===== src/rtl/btn_conditioner.sv =====
// Button/switch input stage: 2-flop synchronisers, per-button debounce with press strobe,
// and a switch snapshot on every strobe. Define BTN_AUTOREPEAT_EN to add hold-to-repeat pulses.
module btn_conditioner #(
    parameter int                 NUM_BTN         = 5,
    parameter int                 SW_W            = 16,
    parameter int                 DEBOUNCE_CYCLES = 1000000,
    parameter int                 HOLD_CYCLES     = 50000000,
    parameter int                 REPEAT_CYCLES   = 10000000,
    parameter logic [NUM_BTN-1:0] REPEAT_MASK     = '0
) (
    input  logic               clk,
    input  logic               rst,
    input  logic [NUM_BTN-1:0] btn_raw,
    input  logic [SW_W-1:0]    sw_raw,
    output logic [NUM_BTN-1:0] btn_level,
    output logic [NUM_BTN-1:0] btn_pulse,
    output logic [SW_W-1:0]    sw_latched,
    output logic [SW_W-1:0]    sw_sync
);

    localparam int CNT_W = $clog2(DEBOUNCE_CYCLES + 1);

    logic [NUM_BTN-1:0]            r_btn_s1, r_btn_s2;
    logic [SW_W-1:0]               r_sw_s1, r_sw_s2;
    logic [NUM_BTN-1:0]            r_level, r_pulse;
    logic [SW_W-1:0]               r_sw_latched;
    logic [NUM_BTN-1:0][CNT_W-1:0] r_cnt;

    logic [NUM_BTN-1:0] w_toggle, w_press, w_release, w_repeat, w_pulse_next;

    // NOTE: every flop uses <= so all stages sample pre-edge values and the pipeline shifts by one.
    always_ff @(posedge clk) begin
        if (rst) begin
            r_btn_s1 <= '0;
            r_btn_s2 <= '0;
            r_sw_s1  <= '0;
            r_sw_s2  <= '0;
        end else begin
            r_btn_s1 <= btn_raw;
            r_btn_s2 <= r_btn_s1;
            r_sw_s1  <= sw_raw;
            r_sw_s2  <= r_sw_s1;
        end
    end

    always_comb begin
        w_toggle = '0;
        for (int i = 0; i < NUM_BTN; i++) begin
            w_toggle[i] = (r_btn_s2[i] != r_level[i]) &&
                          (r_cnt[i] == CNT_W'(DEBOUNCE_CYCLES - 1));
        end
    end

    assign w_press      = w_toggle & ~r_level;
    assign w_release    = w_toggle & r_level;
    assign w_pulse_next = w_press | w_repeat;

    always_ff @(posedge clk) begin
        if (rst) begin
            r_level <= '0;
            r_cnt   <= '0;
        end else begin
            for (int i = 0; i < NUM_BTN; i++) begin
                // Any sample that agrees with the current level restarts the stability count.
                if (r_btn_s2[i] == r_level[i]) begin
                    r_cnt[i] <= '0;
                end else if (w_toggle[i]) begin
                    r_level[i] <= ~r_level[i];
                    r_cnt[i]   <= '0;
                end else begin
                    r_cnt[i] <= r_cnt[i] + CNT_W'(1);
                end
            end
        end
    end

    always_ff @(posedge clk) begin
        if (rst) begin
            r_pulse      <= '0;
            r_sw_latched <= '0;
        end else begin
            r_pulse <= w_pulse_next;
            if (|w_pulse_next) begin
                r_sw_latched <= r_sw_s2;
            end
        end
    end

`ifdef BTN_AUTOREPEAT_EN
    localparam int HOLD_MAX = (HOLD_CYCLES > REPEAT_CYCLES) ? HOLD_CYCLES : REPEAT_CYCLES;
    localparam int HOLD_W   = $clog2(HOLD_MAX + 1);

    // r_hold_cnt holds the number of edges since the last pulse of this button.
    logic [NUM_BTN-1:0][HOLD_W-1:0] r_hold_cnt;
    logic [NUM_BTN-1:0]             r_repeating;

    always_comb begin
        w_repeat = '0;
        for (int i = 0; i < NUM_BTN; i++) begin
            if (REPEAT_MASK[i] && r_level[i] && !w_release[i]) begin
                w_repeat[i] = r_repeating[i] ? (r_hold_cnt[i] == HOLD_W'(REPEAT_CYCLES))
                                             : (r_hold_cnt[i] == HOLD_W'(HOLD_CYCLES));
            end
        end
    end

    always_ff @(posedge clk) begin
        if (rst) begin
            r_hold_cnt  <= '0;
            r_repeating <= '0;
        end else begin
            for (int i = 0; i < NUM_BTN; i++) begin
                if (REPEAT_MASK[i] && w_press[i]) begin
                    r_hold_cnt[i]  <= HOLD_W'(1);
                    r_repeating[i] <= 1'b0;
                end else if (!REPEAT_MASK[i] || !r_level[i] || w_release[i]) begin
                    r_hold_cnt[i]  <= '0;
                    r_repeating[i] <= 1'b0;
                end else if (w_repeat[i]) begin
                    r_hold_cnt[i]  <= HOLD_W'(1);
                    r_repeating[i] <= 1'b1;
                end else begin
                    r_hold_cnt[i] <= r_hold_cnt[i] + HOLD_W'(1);
                end
            end
        end
    end
`else
    logic w_unused_cfg;
    assign w_repeat     = '0;
    assign w_unused_cfg = ^{REPEAT_MASK, HOLD_CYCLES, REPEAT_CYCLES};
`endif

    assign btn_level  = r_level;
    assign btn_pulse  = r_pulse;
    assign sw_latched = r_sw_latched;
    assign sw_sync    = r_sw_s2;

endmodule


===== config.mk =====
export PLATFORM = sky130hd
export DESIGN_NAME = btn_conditioner
export DESIGN_NICKNAME = d
export VERILOG_FILES = /design/src/rtl/btn_conditioner.sv
export SDC_FILE = /design/constraint.sdc
export NUM_CORES = 1
export LEC_CHECK = 0
export CAP_MARGIN = 20
export CORE_MARGIN = 5
export CORE_UTILIZATION = 53
export CTS_BUF_LIST = sky130_fd_sc_hd__clkbuf_8
export DETAILED_ROUTE_END_ITERATION = 8
export PLACE_DENSITY = 0.83
export SLEW_MARGIN = 10
export SYNTH_ARGS = -nofsm -noshare
export SYNTH_HDL_FRONTEND = slang
export SYNTH_SLANG_ARGS = --single-unit

===== constraint.sdc =====
create_clock -name clk -period 2.1 [get_ports clk]
set_input_delay 0.21 -clock clk [delete_from_list [all_inputs] [get_ports clk]]
set_output_delay 0.21 -clock clk [all_outputs]
set_load 0.02 [all_outputs]

Word-level counts from Yosys, hierarchy flattened
Index checks and enable logic that the tools add are counted.
Operators by class
  reductions and logical operators: 16
  bitwise gates (word level): 12
  equality and inequality tests: 15
  add/subtract/negate cells: 5
Operators with widths (number)
  20-bit by 1-bit adder with 20-bit output (second input constant): 5
  20-bit == test (second input constant): 5
  3-bit OR reduction: 5
  1-bit inverter: 10
  2-bit AND reduction: 5
  5-bit AND: 1
  1-bit == test: 5
  1-bit logical AND: 5
  1-bit inequality test: 5
  5-bit inverter: 1
  5-bit OR reduction: 1
Storage, ports and cells
  output and inout port bits: 42
  flip-flop bits (word level): 168
  logic and storage cells: 64

Logic depth before layout (Yosys ltp)
  word-level depth: 4
  mapped depth: 7

Worst setup path before layout
OpenSTA, ideal clock, no wires.
  path kind: register -> register
  from: register r_cnt[0] (netlist name)
  to: register r_sw_latched[10], in the netlist sw_latched[10]
  cell stages (with the launch flop): 8
  setup time: 0.120 ns
  slack: -0.088 ns
  data arrival time: 2.069 ns
  clock period less this slack: 2.188 ns
  cell sequence: dfxtp_1 ha_1 nand3_1 or4_4 nor4_1 a2111oi_4 buf_6 mux2i_1
Between the ends
  word-level cells in the longest chain between the ends: 4
RTL lines
  start, declared: line 27  | logic [NUM_BTN-1:0][CNT_W-1:0] r_cnt;
  start signal, assigned by index: line 71  | r_cnt[i] <= r_cnt[i] + CNT_W'(1);
  20-bit == test: line 50  | (r_cnt[i] == CNT_W'(DEBOUNCE_CYCLES - 1));
  1-bit logical AND: line 49  | w_toggle[i] = (r_btn_s2[i] != r_level[i]) &&
  5-bit AND: line 54  | assign w_press = w_toggle & ~r_level;
  5-bit OR reduction: line 83  | if (|w_pulse_next) begin
  end signal, assigned: line 84  | r_sw_latched <= r_sw_s2;
  end, declared: line 26  | logic [SW_W-1:0] r_sw_latched;
No other way between the ends.
A chain may end at the register's enable or synchronous reset.

Final worst setup path
  from: register r_cnt[53] (netlist name)
  to: register r_sw_latched[10], in the netlist sw_latched[10]
The elaborated chain is that of the path after synthesis.

==> metrics <==
syn_area_per_cell=9.51 sq um; later-pin clock latency in the skew report=0.46 ns; Sw Ratio=21.8%; Worst slew margin=62.8%; port buffer count=64; post-DP HPWL=10.1 mm; Yosys top cell area share=50.2%; first-pass GRT wire length=23.3 mm; layout net count=822; minimum clock period=2.12 ns; multi-input logic area=0.00323 sq mm; final RePlAce weighted congestion=0.835; Starting Density=53.5%; Worst Setup EP=sw_latched[10]; area of the mapped netlist=0.00670 sq mm; fillers=1,004; Num CTS Buffers=17; slowest CP cell=or4b_1; CP cell instances=or4b_1, or4_4, o32ai_4, a2111oi_4, buf_12, mux2i_1; Reg clk slew, reported paths=0.09 ns; max incr delay on CP=0.53 ns; post-route setup slack=-0.0195 ns; clk sink count=168; CP endpoint kind=flip-flop; Residual DRC=0; clock buffer depth=2; TritonCTS clock tree=built; drt first pass iters=5; path category of the worst min-delay check=in2reg; depth of the CTS H-tree=4; Final Hold Vio Count=0; internal power=4.77 mW; ANT cells=0; max-slew violations=0; internal reg-to-reg setup slack=-0.02 ns; CP Max Fanout=16; Core Area=0.0125 sq mm; sequential share of the synthesized area=50.2%; Total Routing Usage GR=19.4%; Die W=122 um; area leader, netlist=dfxtp_1; Die Ht=122 um; sequential share of power=53.2%; share of layout cells above drive strength 1=9.54%; CP arrival=2.46 ns; synth warn=0; synth unique cells=46; ANT nets after route=0; Sequential Area=0.00336 sq mm; vias=5,020; leakage power=2.85 nW; Non-Filler Instances=979; max cap viols=0; Post-Synthesis Cells=704; I/O Pins=65; grt total ovfl=0; initial drt markers=322; Fmax=472 MHz; failing checks=negative setup slack; WS Path Type=reg2reg; die area=0.0150 sq mm; vias in the first global route=5,092; Setup crit start kind=flip-flop; FP Rows=41; CP Data Required Time=2.44 ns; WL/cell=14.1 um; Placed Cells=947; clock share of power=43.8%; slew at the pin closest to its max-slew limit=0.554 ns; Worst IR Drop VDD=0.562 mV; Critical Path Source=r_cnt[53]; top cells by area, synth=dfxtp_1 50%, xor2_1 7.2%, nor2_1 6.7%, xnor2_1 5.2%, nor2b_1 4.0%; #FFs+latches synth=168; Post-synth EDFFs=0; final setup fails=16; Post-synth ARST share=0%; reg2reg path depth=6; area grow syn2layout=22.3%; status=finished, violations left; Synth Flop Type=dfxtp_1; Mapped Nets=732; Reg2Reg Launch Point=r_cnt[53]; pwr dens=745 mW/mm^2; RSZ-0062 raised after global routing=true; final WL=13.8 mm; Pwr Total=6.10 mW; Fin Clk Skew=0.00940 ns; Final Core Density=65.4%; largest net degree at the start of global routing=65; RR Endpoint=sw_latched[10]; Via density=5.13; initial antenna violation count=0; Comb power frac=3.0%; Tcrit/Tclk final=101%; CTS root buf=clkbuf_8; switching pwr=1.33 mW
==> timing repair <==
action                                  in CTS  in global routing
hold buffers                                 0                  0
setup buffers                                0                  0
gates cloned                                 0                  0
pin swaps                                    1                  1
endpoints found under the setup margin      16                 49
gates resized for setup                      0                  4
==> registers in the layout (all words and copies together), names as in the netlist <==
| name | flops |
|---|---|
| r_sw_s1 | 16 |
| btn_level | 5 |
| btn_pulse | 5 |
| r_cnt | 100 |
| r_btn_s2 | 5 |
| r_btn_s1 | 5 |
| sw_latched | 16 |
| sw_sync | 16 |
==> layout make-up <==
type / instances / area share (%)
clock buffers: 17 / 2.86
clock inverters: 15 / 2.89
inverters: 12 / 0.550
multi-input cells: 506 / 39.5
flip-flops and latches: 168 / 41.1
well taps: 172 / 2.63
repair buffers: 89 / 10.5
==> cell families after synthesis <==
kind of cell	Yosys count	synth area share [%]
adder cells (fa/ha/maj)	5	0.934
multiplexers	17	2.54
AND/OR/NAND/NOR	380	30.7
AO/OA/AOI/OAI	9	1.35
XOR/XNOR	95	12.4
buffers and inverters	30	1.79
flip-flops	168	50.2
==> worst min-delay path by stage <==
stage                      startpoint           end  slack [ns]  cells after the start
after floorplan            btn_raw[0]   r_btn_s1[0]        0.34                      1
after global placement     r_sw_s1[7]    sw_sync[7]        0.42                      1
after detailed placement  r_sw_s1[11]   sw_sync[11]        0.42                      1
after CTS                         rst  btn_level[1]        0.10                      2
after global routing              rst   r_btn_s1[2]        0.12                      2
final                             rst  btn_level[1]        0.13                      2
==> routing by layer <==
layer | GRT usage (%) | vias up | part of all wire, %
met2 | 33.2 | 91 | 51
met3 | 5.81 | 25 | 3.6
met1 | 22.9 | 2389 | 43
met5 | 0 | - | 0
met4 | 7.42 | 0 | 2.0
li1 | - | 2515 | -
==> critical path: cells and delay by family, from the launching register on <==
kind                   cells  cell delay [ns]
DFF                        1             0.33
AOI/OAI and AO/OA          2             0.40
buffers and inverters      1             0.18
muxes                      1             0.12
and+or+nand+nor            2             0.97
==> synth_stat cells (3+ instances only) <==
library cell / instances
a21oi_1: 4
and2_1: 6
and3_1: 9
and4_1: 7
clkbuf_1: 17
dfxtp_1: 168
ha_1: 5
inv_1: 12
mux2i_1: 17
nand2_1: 47
nand2b_1: 32
nand3_1: 33
nand4_1: 19
nor2_1: 120
nor2b_1: 43
nor3_1: 13
nor3b_1: 3
nor4_1: 10
nor4b_1: 5
nor4bb_1: 5
or3_1: 4
or4_4: 3
xnor2_1: 40
xor2_1: 55
==> stage by stage <==
step | cell area (sq um) | setup TNS [ns] | hold slack (ns) | setup WS [ns]
floorplan | 6700 | 0 | 0.338 | 0.0132
global placement | 7700 | 0 | 0.419 | 0.0384
detailed placement | 7700 | -0.233 | 0.423 | -0.0208
CTS | 8170 | -0.211 | 0.101 | -0.0228
global route | 8190 | -0.838 | 0.118 | -0.0762
finish | 8190 | -0.174 | 0.132 | -0.0195
==> power by group through the flow <==
stage	Sequential [mW]	Combinational (mW)	Clock, mW
2_1_floorplan	3.33	0.0768	0
6_report	3.24	0.181	2.67
3_5_place_dp	3.32	0.183	0
3_3_place_gp	3.32	0.180	0
4_1_cts	3.24	0.184	2.72
5_1_grt	3.25	0.196	2.88
==> placed cells by master, fill, tap and decap left out, types with 2 or more instances in the layout <==
cell | synthesis | routed
clkdlybuf4s50_1 | 0 | 63
nor3_1 | 13 | 13
and2_1 | 6 | 6
clkinv_4 | 0 | 2
inv_6 | 0 | 6
nor2_1 | 120 | 118
nor4_4 | 1 | 2
nor4_1 | 10 | 9
buf_12 | 0 | 3
buf_4 | 0 | 22
bufinv_16 | 0 | 5
or3_1 | 4 | 4
nand2b_1 | 32 | 32
or4bb_1 | 2 | 2
xor2_1 | 55 | 55
nor2_2 | 0 | 2
xnor2_1 | 40 | 40
nand3_1 | 33 | 33
ha_1 | 5 | 5
and3_1 | 9 | 9
nand2_1 | 47 | 47
dfxtp_1 | 168 | 167
inv_1 | 12 | 12
nand4_1 | 19 | 19
and4_1 | 7 | 7
nor3b_1 | 3 | 3
mux2i_1 | 17 | 17
nor4bb_1 | 5 | 5
clkbuf_8 | 0 | 17
a21oi_1 | 4 | 4
or4b_1 | 2 | 2
and4_4 | 2 | 2
nor4b_1 | 5 | 5
or4_4 | 3 | 3
nand4b_1 | 2 | 2
o21ai_0 | 2 | 2
nor2b_1 | 43 | 43
Power figures use the tool's default switching activity.
